--- config.mk ---
export PLATFORM = sky130hd
export DESIGN_NAME = apb_master_bridge
export DESIGN_NICKNAME = d
export VERILOG_FILES = /design/src/rtl/apb_master_bridge.sv
export SDC_FILE = /design/constraint.sdc
export NUM_CORES = 1
export LEC_CHECK = 0
export ABC_AREA = 1
export CAP_MARGIN = 25
export CORE_MARGIN = 2
export CORE_UTILIZATION = 35
export CTS_CLUSTER_SIZE = 28
export DETAILED_ROUTE_END_ITERATION = 10
export DONT_BUFFER_PORTS = 1
export GPL_TIMING_DRIVEN = 0
export HOLD_SLACK_MARGIN = 0.06
export PLACE_DENSITY = 0.6
export SLEW_MARGIN = 5
export SYNTH_ARGS = -nofsm -noshare
export SYNTH_HDL_FRONTEND = slang
export SYNTH_SLANG_ARGS = --single-unit
--- constraint.sdc ---
create_clock -name HCLK -period 2.05 [get_ports HCLK]
set_input_delay 0.205 -clock HCLK [delete_from_list [all_inputs] [get_ports HCLK]]
set_output_delay 0.205 -clock HCLK [all_outputs]
set_load 0.02 [all_outputs]
--- src/rtl/apb_master_bridge.sv ---
// Single-outstanding APB initiator: turns a valid/ready command into one SETUP/ACCESS
// transfer and returns read data plus slave-error or timeout status.
module apb_master_bridge #(
    parameter int APB_ADDR_WIDTH = 12,
    parameter int APB_DATA_WIDTH = 32,
    parameter int TIMEOUT_CYCLES = 16
) (
    input  logic                      HCLK,
    input  logic                      HRESETn,
    input  logic                      i_req_valid,
    output logic                      o_req_ready,
    input  logic [APB_ADDR_WIDTH-1:0] i_req_addr,
    input  logic [APB_DATA_WIDTH-1:0] i_req_wdata,
    input  logic                      i_req_write,
    output logic                      o_rsp_valid,
    input  logic                      i_rsp_ready,
    output logic [APB_DATA_WIDTH-1:0] o_rsp_rdata,
    output logic                      o_rsp_err,
    output logic                      o_rsp_timeout,
    output logic                      o_busy,
    output logic [APB_ADDR_WIDTH-1:0] o_PADDR,
    output logic [APB_DATA_WIDTH-1:0] o_PWDATA,
    output logic                      o_PWRITE,
    output logic                      o_PSEL,
    output logic                      o_PENABLE,
    input  logic [APB_DATA_WIDTH-1:0] i_PRDATA,
    input  logic                      i_PREADY,
    input  logic                      i_PSLVERR
);

    // The counter only needs to hold up to TIMEOUT_CYCLES-1: the abort fires on the
    // PREADY-low cycle that would push it to the limit.
    localparam int CNT_W = (TIMEOUT_CYCLES > 1) ? $clog2(TIMEOUT_CYCLES) : 1;
    localparam int LAST_WAIT_INT = (TIMEOUT_CYCLES > 0) ? TIMEOUT_CYCLES - 1 : 0;
    localparam logic [CNT_W-1:0] LAST_WAIT = LAST_WAIT_INT[CNT_W-1:0];

    typedef enum logic [1:0] {
        IDLE   = 2'd0,
        SETUP  = 2'd1,
        ACCESS = 2'd2,
        RESP   = 2'd3
    } state_t;

    state_t           state;
    logic [CNT_W-1:0] wait_cnt;

    always_ff @(posedge HCLK or negedge HRESETn) begin
        if (!HRESETn) begin
            state         <= IDLE;
            wait_cnt      <= '0;
            o_req_ready   <= 1'b1;
            o_rsp_valid   <= 1'b0;
            o_rsp_rdata   <= '0;
            o_rsp_err     <= 1'b0;
            o_rsp_timeout <= 1'b0;
            o_busy        <= 1'b0;
            o_PADDR       <= '0;
            o_PWDATA      <= '0;
            o_PWRITE      <= 1'b0;
            o_PSEL        <= 1'b0;
            o_PENABLE     <= 1'b0;
        end else begin
            case (state)
                IDLE: begin
                    if (i_req_valid) begin
                        state       <= SETUP;
                        o_PADDR     <= i_req_addr;
                        o_PWDATA    <= i_req_wdata;
                        o_PWRITE    <= i_req_write;
                        o_PSEL      <= 1'b1;
                        o_PENABLE   <= 1'b0;
                        o_req_ready <= 1'b0;
                        o_busy      <= 1'b1;
                    end
                end
                SETUP: begin
                    state     <= ACCESS;
                    o_PENABLE <= 1'b1;
                    wait_cnt  <= '0;
                end
                ACCESS: begin
                    // Completion is checked first so a late PREADY beats the timeout.
                    if (i_PREADY) begin
                        state         <= RESP;
                        o_PSEL        <= 1'b0;
                        o_PENABLE     <= 1'b0;
                        o_rsp_valid   <= 1'b1;
                        o_rsp_rdata   <= o_PWRITE ? '0 : i_PRDATA;
                        o_rsp_err     <= i_PSLVERR;
                        o_rsp_timeout <= 1'b0;
                    end else if ((TIMEOUT_CYCLES != 0) && (wait_cnt == LAST_WAIT)) begin
                        state         <= RESP;
                        o_PSEL        <= 1'b0;
                        o_PENABLE     <= 1'b0;
                        o_rsp_valid   <= 1'b1;
                        o_rsp_rdata   <= '0;
                        o_rsp_err     <= 1'b0;
                        o_rsp_timeout <= 1'b1;
                    end else begin
                        wait_cnt <= wait_cnt + 1'b1;
                    end
                end
                RESP: begin
                    if (i_rsp_ready) begin
                        state       <= IDLE;
                        o_rsp_valid <= 1'b0;
                        o_req_ready <= 1'b1;
                        o_busy      <= 1'b0;
                    end
                end
                default: state <= IDLE;
            endcase
        end
    end

endmodule
Word level (Yosys, flattened, before mapping):

Index checks and enable logic that the tools add are counted.

* reduce and logical (&&, ||, !) cells: 15
* equality and inequality tests: 9
* mux-type cells: 26
* add/sub/neg operators: 1

Operators by type and width (number)
* 32-bit 2-to-1 mux: 3
* 3-bit AND reduction: 6
* 1-bit 2-to-1 mux: 10
* 2-bit nonzero test: 5
* 2-bit 2-to-1 mux: 4
* 4-bit 2-to-1 mux: 2
* 2-bit != test (second input constant): 4
* 1-bit case mux with 2 select lines: 4
* 2-bit case mux with 4 select lines: 1
* 4-bit case mux with 2 select lines: 1
* 4-bit by 1-bit adder with 4-bit output (second input constant): 1
* 2-bit == test (second input constant): 2
* 4-bit == test (second input constant): 1
* 2-bit AND reduction: 2
* 3-bit != test (second input constant): 1
* 1-bit case mux with 3 select lines: 1
* 3-bit nonzero test: 1
* 2-bit by 1-bit == test with 1-bit output (second input constant): 1
* 2-bit logical NOT: 1

* bits in registers: 90
* output and inout bits: 84
* input port bits: 83
* logic and storage cells: 64

Longest topological paths before layout:

Gate-level depths: netlist (run 1).

* depth in word-level cells: 4
* mapped depth: 9
* gate-level depth less buffers: 8

Worst setup path before layout (run 1):

No wires, ideal clock.

* kind: flip-flop to flip-flop
* start: register state[0]
* end: register wait_cnt[2]
* stages on the path, launching flop included: 9
* data required time: 1.924 ns
* arrival: 1.286 ns
* buffers on the path: 1
* path slack: 0.638 ns
* library setup time: 0.126 ns
* period minus slack after synthesis: 1.412 ns
* cells stage by stage: dfrtp_1 -> inv_1 -> ha_1 -> inv_1 -> nor2_4 -> nand2_2 -> buf_6 -> nand3_1 -> o21ai_0

* cells in the longest elaborated chain, start to end: 3
* elaborated cells on any way between the ends: 7
* those cells by class: eq/ne (4); mux (1); reduce/logical (2)

Ends and longest elaborated chain
* from (decl): line 44 `state_t state;`
* from (signal assigned): line 49 `state <= IDLE;`
* from (signal assigned): line 66 `state <= SETUP;`
* from (signal assigned): line 77 `state <= ACCESS;`
* 2-bit == test or 2-bit by 1-bit == test with 1-bit output (tied branches): line 63 `case (state)`
* 2-bit != test (no source line) or 2-bit nonzero test (tied branches)
* 3-bit AND reduction (no source line)
* to (signal assigned): line 100 `wait_cnt <= wait_cnt + 1'b1;`
* to (decl): line 45 `logic [CNT_W-1:0] wait_cnt;`

Several ways; a longest one is shown, not always the timed one.
A chain may end at the register's enable or synchronous reset.

Worst setup path in the final report (run 1):

* start: register state[0]
* end: register o_PADDR[0]

* cells in the longest elaborated chain, start to end: 2

Ends and longest elaborated chain
* 2-bit logical NOT: line 63
* 2-bit AND reduction (no source line)
* to (signal assigned): line 67 `o_PADDR <= i_req_addr;`
* to (decl): line 21 `output logic [APB_ADDR_WIDTH-1:0] o_PADDR,`

Every way passes these cells.

==> impl_metrics.py, run 1 <==
metrics = {
    "global_routing": {
        "grt_antenna_before_repair": 0,
        "grt.total_usage": 0.162,
        "grt_pass1_wl_um": 14600,
        "grt_pass1_vias": 2959,
        "grt_max_degree": 91,
        "overflow": 0,
    },
    "setup_path": {
        "cp_common_cell": "nand2_1",
        "crit_required_ns": 2.35,
        "path_max_fanout": 10,
        "arrival_ns": 2.07,
        "end_kind": "flop",
        "crit_type": "reg -> reg",
        "cpPeakStageDelay_ns": 0.41,
        "crit_chain": "inv_1 -> ha_1 -> nand2_1 -> buf_2 -> buf_1 -> nand2_1 -> nand2_1",
        "start_kind": "flop",
        "crit_slowest_cell": "dfrtp_1",
    },
    "cells_and_area": {
        "mostFrequentLayoutCell": "nand2_1",
        "final_core_util": 0.468,
        "drive_gt1_frac": 0.124,
        "final_cell_mix": "199 x nand2_1, 89 x dfrtp_1, 79 x dlygate4sd3_1, 42 x inv_1, 31 x o21ai_2",
        "num_antenna_cells": 0,
        "area_growth_pct": 32.1,
        "finalNetCount": 594,
    },
    "sta": {
        "fmaxAchievable_ghz": 0.563,
        "fin_crit_ns": 1.77,
        "relSlewSlack": 0.709,
        "slew_violations": 0,
        "finalClockSkew_ns": 0.00768,
        "hold_slack_ns": -0.469,
        "finalSetupViolCount": 0,
        "grt_setup_unrepaired": "no",
        "fin_crit_sh": 0.866,
        "tns_ns": 0,
        "finalHoldViolCount": 90,
        "worst_slew_pin_slew_ns": 0.437,
    },
    "power": {
        "power.share.clock": 0.201,
        "swShare": 0.438,
        "p_switching_mw": 3.24,
        "power_frac_seq": 0.548,
        "p_leak_nw": 2.59,
        "power_mw": 7.40,
        "ir_drop_uv": 786,
        "powerDensity_mw_per_mm2": 1480,
        "p_int_mw": 4.16,
        "combPwrFrac": 0.251,
    },
    "placed_design": {
        "dp_hpwl_um": 6120,
        "place_congestion": 0.765,
        "port_buffers": 0,
    },
    "clocking": {
        "cts_resized": 0,
        "cts_made_buffers": 9,
        "post_cts_buffers": 0,
        "clock_latency_ns": 0.36,
        "cts_tree": "yes",
        "ctsHoldBuffers": 79,
        "max-clock-path-buffers": 2,
        "clock_sinks": 90,
        "clk_pin_slew_ns": 0.09,
        "ctsRootBufferMaster": "clkbuf_8",
        "h-tree-depth": 3,
    },
    "run_status": {
        "status": "finished with violations",
        "violations": "negative hold slack",
    },
    "yosys": {
        "synthesis.yosys.warnings": 0,
        "synth_area_sq_mm": 0.00379,
        "synth_seq_cells": 90,
        "synth_cell_types": 21,
        "synth_fp_nets": 504,
        "syn-mean-instance-area_sq_um": 9.14,
        "ys_seq_area_frac": 0.594,
        "synth_cells": 415,
    },
    "detailed_routing": {
        "route.met3.wl_um": 992,
        "top_layer_used": "met4",
        "vias_per_cell": 4.58,
        "wl_per_cell_um": 14.5,
        "dr_wl_met2_um": 4480,
        "wl_met1_um": 3840,
        "ant_nets": 0,
        "routed_wl_um": 9450,
        "drt_pre_antenna_iters": 4,
        "drc": 0,
        "num_vias": 2977,
        "first_iter_violations": 197,
    },
    "floorplanning": {
        "rows": 38,
        "num_io_pins": 167,
        "start_util": 0.355,
        "core_area_sq_mm": 0.0107,
        "die_w_um": 108,
        "die_h_um": 108,
        "die_area_sq_mm": 0.0117,
    },
    "job": {
        "max_cap_violations": 0,
    },
    "hold_path": {
        "hp-class": "in -> async",
    },
}
==> area by class of cell <==
class | instances | area [sq um]
Fill cell | 969 | 5690
Tap cell | 140 | 175
Buffer | 16 | 114
Timing Repair Buffer | 79 | 791
Clock buffer | 10 | 138
Sequential cell | 90 | 2250
Clock inverter | 6 | 114
Inverter | 43 | 161
Multi-Input combinational cell | 266 | 1260
==> path summary, 6_finish.rpt <==
check	slack (ns)	cells past startpoint	startpoint	to
setup / recovery	0.28	7	state[0]$_DFFE_PN0P_	o_PADDR[0]$_DFFE_PN0P_
hold / removal	-0.47	0	HRESETn	o_rsp_rdata[18]$_DFFE_PN0P_
setup reg to reg	0.28	7	state[0]$_DFFE_PN0P_	o_PADDR[0]$_DFFE_PN0P_
hold reg to reg	0.54	2	state[1]$_DFFE_PN0P_	state[1]$_DFFE_PN0P_
max in group asynchronous	2.29	0	HRESETn	o_req_ready$_DFFE_PN1P_
min in group HCLK	0.11	4	i_PREADY	o_rsp_valid$_DFFE_PN0P_
==> per-layer routing <==
metal	GRT usage	vias to the layer above
met5	0	-
met4	0.0577	0
met3	0.0651	11
met2	0.268	141
met1	0.190	1381
li1	-	1444
==> Yosys cell counts <==
| library cell | instances | area [sq um] |
|---|---|---|
| nand2_1 | 199 | 747 |
| dfrtp_1 | 89 | 2230 |
| inv_1 | 42 | 158 |
| o21ai_2 | 31 | 272 |
| nand3_1 | 13 | 65.1 |
| buf_6 | 7 | 78.8 |
| ha_1 | 6 | 75.1 |
| clkbuf_1 | 5 | 18.8 |
| o21ai_0 | 5 | 25.0 |
| buf_1 | 3 | 11.3 |
| nand4_1 | 3 | 18.8 |
| nand2_2 | 2 | 12.5 |
| o21ai_1 | 2 | 10.0 |
| buf_2 | 1 | 5.00 |
| dfstp_2 | 1 | 26.3 |
| inv_2 | 1 | 3.75 |
| nand3_2 | 1 | 10.0 |
| nor2_1 | 1 | 3.75 |
| nor2_4 | 1 | 11.3 |
| or2_2 | 1 | 6.26 |
| or2_4 | 1 | 8.76 |
==> registers in the layout, summed over array words and instances (netlist names) <==
register	count
wait_cnt	4
o_rsp_timeout	1
o_busy	1
o_PSEL	1
o_rsp_rdata	32
o_PWRITE	1
o_PENABLE	1
o_rsp_valid	1
o_PWDATA	32
state	2
o_rsp_err	1
o_req_ready	1
o_PADDR	12
==> per-stage QoR <==
| step | hold slack [ns] | worst slack, ns | std cells | cell area [sq um] |
|---|---|---|---|---|
| 6_report | -0.469 | 0.275 | 650 | 5010 |
| 5_1_grt | -0.499 | 0.0661 | 650 | 5010 |
| 4_1_cts | -0.498 | 0.289 | 650 | 5010 |
| 3_5_place_dp | -0.0888 | 0.315 | 555 | 3970 |
| 3_3_place_gp | -0.0886 | 0.378 | 555 | 3970 |
| 2_1_floorplan | -0.0906 | 0.638 | 415 | 3790 |
==> worst max-delay path, delay by kind of cell, from the launching register on <==
kind	cells	cell delay, ns
adders and majority gates	1	0.23
and+or+nand+nor	3	0.32
buffers and inverters	3	0.74
DFF	1	0.41
==> power groups by stage <==
| stage | combinational [mW] | clock, mW | sequential, mW |
|---|---|---|---|
| after global placement | 1.64 | 0 | 4.06 |
| after CTS | 1.85 | 1.54 | 4.05 |
| after detailed placement | 1.74 | 0 | 4.06 |
| after global routing | 2.16 | 1.60 | 4.15 |
| after floorplan | 1.42 | 0 | 3.87 |
| final | 1.86 | 1.49 | 4.05 |
==> logic make-up (layout without fill, tap and decap cells) <==
logic type      after synthesis  count (layout)  share of synthesized area
fa+ha+maj                     6               6                     0.0198
buf+inv                      59             154                     0.0726
simple gates                222             222                      0.233
flops                        90              90                      0.594
compound gates               38              38                     0.0808
No activity file was read; power rests on OpenSTA's default activity.
==> run 2, diff against run 1 <==
==> constraint.sdc (replaced) <==
create_clock -name HCLK -period 2.05 [get_ports HCLK]
set_input_delay 0.5125 -clock HCLK [delete_from_list [all_inputs] [get_ports HCLK]]
set_output_delay 0.5125 -clock HCLK [all_outputs]
set_load 0.02 [all_outputs]
==> run 2 against run 1 <==
Against the previous run: the flow still finishes with violations (negative hold slack); utilization decreased by 7.4 points; via count is 11% lower; cell count decreased by 12%; flip-flop and latch count did not move; register-to-register slack improved by 0.04 ns; non-clock buffer count fell by 79; total power shrank 2.5%; sequential share of layout area up 8.4 points.
==> impl_metrics.py, run 2 (synthesized netlist as in run 1, its figures left out) <==
metrics = {
    "floorplanning": {
        "die_w_um": 108,
        "core_area_sq_mm": 0.0107,
        "num_io_pins": 167,
        "start_util": 0.355,
        "rows": 38,
        "die_area_sq_mm": 0.0117,
        "die_h_um": 108,
    },
    "sta": {
        "worst_slew_pin_slew_ns": 0.428,
        "relSlewSlack": 0.715,
        "hold_slack_ns": -0.162,
        "fmaxAchievable_ghz": 0.575,
        "finalSetupViolCount": 0,
        "grt_setup_unrepaired": "no",
        "tns_ns": 0,
        "fin_crit_ns": 1.74,
        "finalHoldViolCount": 89,
        "slew_violations": 0,
        "finalClockSkew_ns": 0.00798,
        "fin_crit_sh": 0.849,
    },
    "cells_and_area": {
        "mostFrequentLayoutCell": "nand2_1",
        "drive_gt1_frac": 0.146,
        "num_antenna_cells": 0,
        "seq_area_sq_mm": 0.00225,
        "final_cell_mix": "199 x nand2_1, 89 x dfrtp_1, 42 x inv_1, 31 x o21ai_2, 13 x nand3_1",
        "finalNetCount": 515,
        "area_growth_pct": 11.2,
        "fin_area_sq_mm": 0.00422,
        "final_core_util": 0.395,
        "largest_registers": "o_PWDATA: 32 flops, o_rsp_rdata: 32 flops, o_PADDR: 12 flops",
        "fill_cells": 1084,
        "multiInputGateArea_sq_mm": 0.00126,
    },
    "detailed_routing": {
        "routed_wl_um": 8380,
        "drt_pre_antenna_iters": 4,
        "ant_nets": 0,
        "drc": 0,
        "num_vias": 2655,
        "wl_per_cell_um": 14.7,
        "vias_per_cell": 4.65,
        "first_iter_violations": 129,
    },
    "power": {
        "power_mw": 7.22,
        "powerDensity_mw_per_mm2": 1710,
        "p_leak_nw": 2.26,
        "ir_drop_uv": 787,
    },
    "global_routing": {
        "grt_pass1_wl_um": 12800,
        "grt_antenna_before_repair": 0,
        "overflow": 0,
        "grt.total_usage": 0.144,
        "grt_max_degree": 91,
        "grt_pass1_vias": 2621,
    },
    "setup_path": {
        "cp-startpoint": "state[0]$_DFFE_PN0P_",
        "path_max_fanout": 10,
        "start_kind": "flop",
        "worstReg2RegStart": "state[0]$_DFFE_PN0P_",
        "arrival_ns": 2.04,
        "cp-endpoint": "o_PWDATA[30]$_DFFE_PN0P_",
        "reg2reg_to": "o_PWDATA[30]$_DFFE_PN0P_",
        "crit_family": "buffers and inverters",
        "cp_num_buf_inv": 3,
        "crit_required_ns": 2.35,
        "crit_type": "reg -> reg",
        "cp_common_cell": "nand2_1",
        "crit_slowest_cell": "dfrtp_1",
        "r2r_slack_ns": 0.31,
        "end_kind": "flop",
        "crit_chain": "inv_1 -> ha_1 -> nand2_1 -> buf_2 -> buf_1 -> nand2_1 -> nand2_1",
        "reg2reg_depth": 7,
        "path_depth": 7,
        "cpPeakStageDelay_ns": 0.41,
    },
    "clocking": {
        "clock_latency_ns": 0.36,
        "cts_made_buffers": 9,
        "cts_tree": "yes",
        "clk_pin_slew_ns": 0.09,
        "max-clock-path-buffers": 2,
        "post_cts_buffers": 0,
        "h-tree-depth": 3,
        "clock_sinks": 90,
        "ctsRootBufferMaster": "clkbuf_8",
        "cts_resized": 0,
    },
    "hold_path": {
        "hp-class": "in -> async",
    },
    "placed_design": {
        "port_buffers": 0,
        "place_congestion": 0.765,
        "dp_hpwl_um": 6120,
        "placed_area_sq_mm": 0.00397,
    },
    "run_status": {
        "violations": "negative hold slack",
        "status": "finished with violations",
    },
    "job": {
        "max_cap_violations": 0,
    },
}
## run 2: changes by cell type in the layout (fill, tap and decap cells not counted), sizes merged
cell,previous run,this run
dlygate4sd3,79,0
## run 2: metrics by stage
| stage | worst slack [ns] | std cells |
|---|---|---|
| final | 0.310 | 571 |
| after global routing | 0.100 | 571 |
| after CTS | 0.289 | 571 |
| after detailed placement | 0.315 | 555 |
| after global placement | 0.378 | 555 |
| after floorplan | 0.638 | 415 |
## run 2: how the worst min path moves through the flow
stage	from	to	slack [ns]
after floorplan	HRESETn	o_PADDR[0]$_DFFE_PN0P_	0.22
after global placement	HRESETn	o_rsp_rdata[18]$_DFFE_PN0P_	0.22
after detailed placement	HRESETn	o_rsp_rdata[18]$_DFFE_PN0P_	0.22
after CTS	HRESETn	o_rsp_rdata[18]$_DFFE_PN0P_	-0.19
after global routing	HRESETn	o_PADDR[4]$_DFFE_PN0P_	-0.19
final	HRESETn	o_rsp_rdata[16]$_DFFE_PN0P_	-0.16
## run 2: area by class of cell
| type | instances | share of cell area |
|---|---|---|
| Inverter | 43 | 0.0382 |
| Buffer | 16 | 0.0270 |
| Tap cell | 140 | 0.0415 |
| Clock inverter | 6 | 0.0270 |
| Clock buffer | 10 | 0.0326 |
| Sequential cell | 90 | 0.534 |
| Multi-Input combinational cell | 266 | 0.300 |
## run 2: per-layer routing
layer | part of all wire | routed length [um] | vias up | GRT usage
met1 | 0.41 | 3430 | 1213 | 0.168
li1 | - | - | 1287 | -
met4 | 0.011 | 96 | 0 | 0.0549
met3 | 0.12 | 1050 | 9 | 0.0699
met5 | 0 | 0 | - | 0
met2 | 0.45 | 3810 | 146 | 0.229
## run 2: report_power, final
part	switching (mW)	internal, mW	leakage (nW)
Sequential	1.49	2.54	1.14
Clock	0.639	0.845	0.119
Combinational	1.03	0.675	1.01
==> run 3, diff against run 2 <==
--- a/config.mk
+++ b/config.mk
@@ -14,7 +14,7 @@
 export DONT_BUFFER_PORTS = 1
 export GPL_TIMING_DRIVEN = 0
 export HOLD_SLACK_MARGIN = 0.06
-export PLACE_DENSITY = 0.6
+export PLACE_DENSITY = 0.62
 export SLEW_MARGIN = 5
 export SYNTH_ARGS = -nofsm -noshare
 export SYNTH_HDL_FRONTEND = slang
==> constraint.sdc (replaced) <==
create_clock -name HCLK -period 1.45 [get_ports HCLK]
set_input_delay 0.3625 -clock HCLK [delete_from_list [all_inputs] [get_ports HCLK]]
set_output_delay 0.3625 -clock HCLK [all_outputs]
set_load 0.02 [all_outputs]
==> run 3 against run 2 <==
Against the previous run: the run ends with negative hold slack, negative setup slack left; largest cell class unchanged; count of clock-buffer cells in the layout stayed put; via count is 3.7% higher; critical path type unchanged; hold slack worse by 0.15 ns; utilization is 1.7 points higher; maximum frequency is 20% higher; critical endpoint is now wait_cnt[3]$_DFFE_PN0P_.
==> impl_metrics.py, run 3 (synthesized netlist as in run 1, its figures left out) <==
metrics = {
    "run_status": {
        "status": "finished with violations",
        "violations": "negative hold slack, negative setup slack",
    },
    "clocking": {
        "cts_made_buffers": 9,
        "h-tree-depth": 3,
        "clk_pin_slew_ns": 0.10,
        "ctsHoldBuffers": 1,
        "clock_latency_ns": 0.36,
        "cts_tree": "yes",
        "clock_sinks": 90,
        "ctsRootBufferMaster": "clkbuf_8",
        "max-clock-path-buffers": 2,
    },
    "power": {
        "p_switching_mw": 4.65,
        "powerDensity_mw_per_mm2": 2390,
        "power_frac_seq": 0.544,
        "ir_drop_uv": 975,
        "power.share.clock": 0.184,
        "combPwrFrac": 0.273,
        "p_leak_nw": 2.34,
        "power_mw": 10.5,
        "p_int_mw": 5.86,
        "swShare": 0.442,
    },
    "global_routing": {
        "grt_pass1_wl_um": 13400,
        "overflow": 0,
        "grt_antenna_before_repair": 0,
        "grt_pass1_vias": 2758,
        "grt.total_usage": 0.147,
        "grt_max_degree": 91,
    },
    "sta": {
        "finalClockSkew_ns": 0.00951,
        "fmaxAchievable_ghz": 0.688,
        "layout_setup_ws_ns": -0.00287,
        "tns_ns": -0.00429,
        "finalHoldViolCount": 90,
        "hold_slack_ns": -0.311,
        "fin_crit_sh": 1.00,
        "grt_setup_unrepaired": "yes",
        "fin_crit_ns": 1.45,
        "worst_slew_pin_slew_ns": 0.332,
        "slew_violations": 0,
        "finalSetupViolCount": 2,
        "relSlewSlack": 0.779,
    },
    "cells_and_area": {
        "stdcell_count": 582,
        "area_growth_pct": 15.9,
        "largest_registers": "o_PWDATA: 32 flops, o_rsp_rdata: 32 flops, o_PADDR: 12 flops",
        "fin_area_sq_mm": 0.00440,
        "drive_gt1_frac": 0.224,
        "fill_cells": 1075,
        "num_antenna_cells": 0,
        "mostFrequentLayoutCell": "nand2_1",
        "finalNetCount": 526,
        "final_cell_mix": "196 x nand2_1, 88 x dfrtp_1, 37 x inv_1, 31 x o21ai_2, 13 x buf_4",
    },
    "detailed_routing": {
        "drt_pre_antenna_iters": 4,
        "vias_per_cell": 4.73,
        "ant_nets": 0,
        "first_iter_violations": 103,
        "num_vias": 2753,
        "routed_wl_um": 8740,
        "wl_per_cell_um": 15.0,
        "drc": 0,
    },
    "floorplanning": {
        "rows": 38,
        "start_util": 0.355,
        "core_area_sq_mm": 0.0107,
        "num_io_pins": 167,
        "die_area_sq_mm": 0.0117,
        "die_h_um": 108,
        "die_w_um": 108,
    },
    "setup_path": {
        "crit_required_ns": 1.70,
        "end_kind": "flop",
        "start_kind": "flop",
        "crit_type": "reg -> reg",
        "path_max_fanout": 6,
        "arrival_ns": 1.70,
    },
    "placed_design": {
        "dp_slack_ns": -0.256,
        "port_buffers": 0,
        "dp_hpwl_um": 6230,
        "placed_area_sq_mm": 0.00397,
        "place_congestion": 0.820,
        "place_inst": 555,
    },
    "hold_path": {
        "hp-class": "in -> async",
    },
    "job": {
        "max_cap_violations": 0,
    },
}
==> run 3: changes by cell type in the layout (fill, tap and decap cells not counted), sizes merged <==
cell         change
buf             +10
bufinv           -1
clkinvlp         +3
clkinv           -1
inv              -1
dlygate4sd3      +1
==> run 3: final cells by class <==
class | instances | area [sq um] | area share
well taps | 140 | 175 | 0.0398
multi-input cells | 266 | 1340 | 0.304
repair buffers | 11 | 85.1 | 0.0193
flip-flops and latches | 90 | 2250 | 0.513
clock inverters | 6 | 90.1 | 0.0205
inverters | 43 | 168 | 0.0381
clock buffers | 10 | 138 | 0.0313
plain buffers | 16 | 150 | 0.0341
==> run 3: worst paths after layout <==
check / startpoint / endpoint / slack [ns] / cells after the start
max reg2reg: state[0]$_DFFE_PN0P_ / wait_cnt[3]$_DFFE_PN0P_ / -0.003 / 8
max in group asynchronous: HRESETn / o_req_ready$_DFFE_PN1P_ / 1.57 / 0
min reg2reg: wait_cnt[0]$_DFFE_PN0P_ / wait_cnt[0]$_DFFE_PN0P_ / 0.54 / 1
max: state[0]$_DFFE_PN0P_ / wait_cnt[3]$_DFFE_PN0P_ / -0.003 / 8
min in group HCLK: i_req_addr[2] / o_PADDR[2]$_DFFE_PN0P_ / 0.10 / 2
min: HRESETn / o_PADDR[6]$_DFFE_PN0P_ / -0.31 / 0
==> run 3: power groups by stage <==
stage / clock network, mW / registers, mW / logic (mW)
after floorplan: 0 / 5.47 / 2.01
after detailed placement: 0 / 5.74 / 2.47
after global placement: 0 / 5.75 / 2.32
after CTS: 1.99 / 5.73 / 2.62
after global routing: 2.08 / 5.86 / 3.27
final: 1.93 / 5.71 / 2.87
==> run 3: repair_timing <==
action	4_1_cts	5_1_grt
setup endpoints to repair	79	80
cloned	0	1
resized for setup	24	20
pin swaps	0	5
buffers inserted	2	7
endpoints found under the hold margin	91	90
==> run 3: metal layers <==
layer | vias up | global-route usage | part of all wire
li1 | 1302 | - | -
met1 | 1288 | 0.169 | 0.41
met2 | 153 | 0.238 | 0.46
met3 | 10 | 0.0711 | 0.12
met4 | 0 | 0.0549 | 0.014
met5 | - | 0 | 0
==> run 3: through the flow <==
step	hold slack [ns]	util
finish	-0.311	0.411
global route	-0.345	0.411
CTS	-0.335	0.400
detailed placement	0.0688	0.371
global placement	0.0687	0.371
floorplan	0.0669	-
==> run 3: critical path, cell delays in order (launching register included) <==
cell	delay, ns
dfrtp_1	0.39
inv_2	0.11
ha_4	0.19
clkinvlp_4	0.12
nor2_4	0.15
nand2_4	0.08
buf_4	0.16
nand3_1	0.06
o21ai_1	0.06
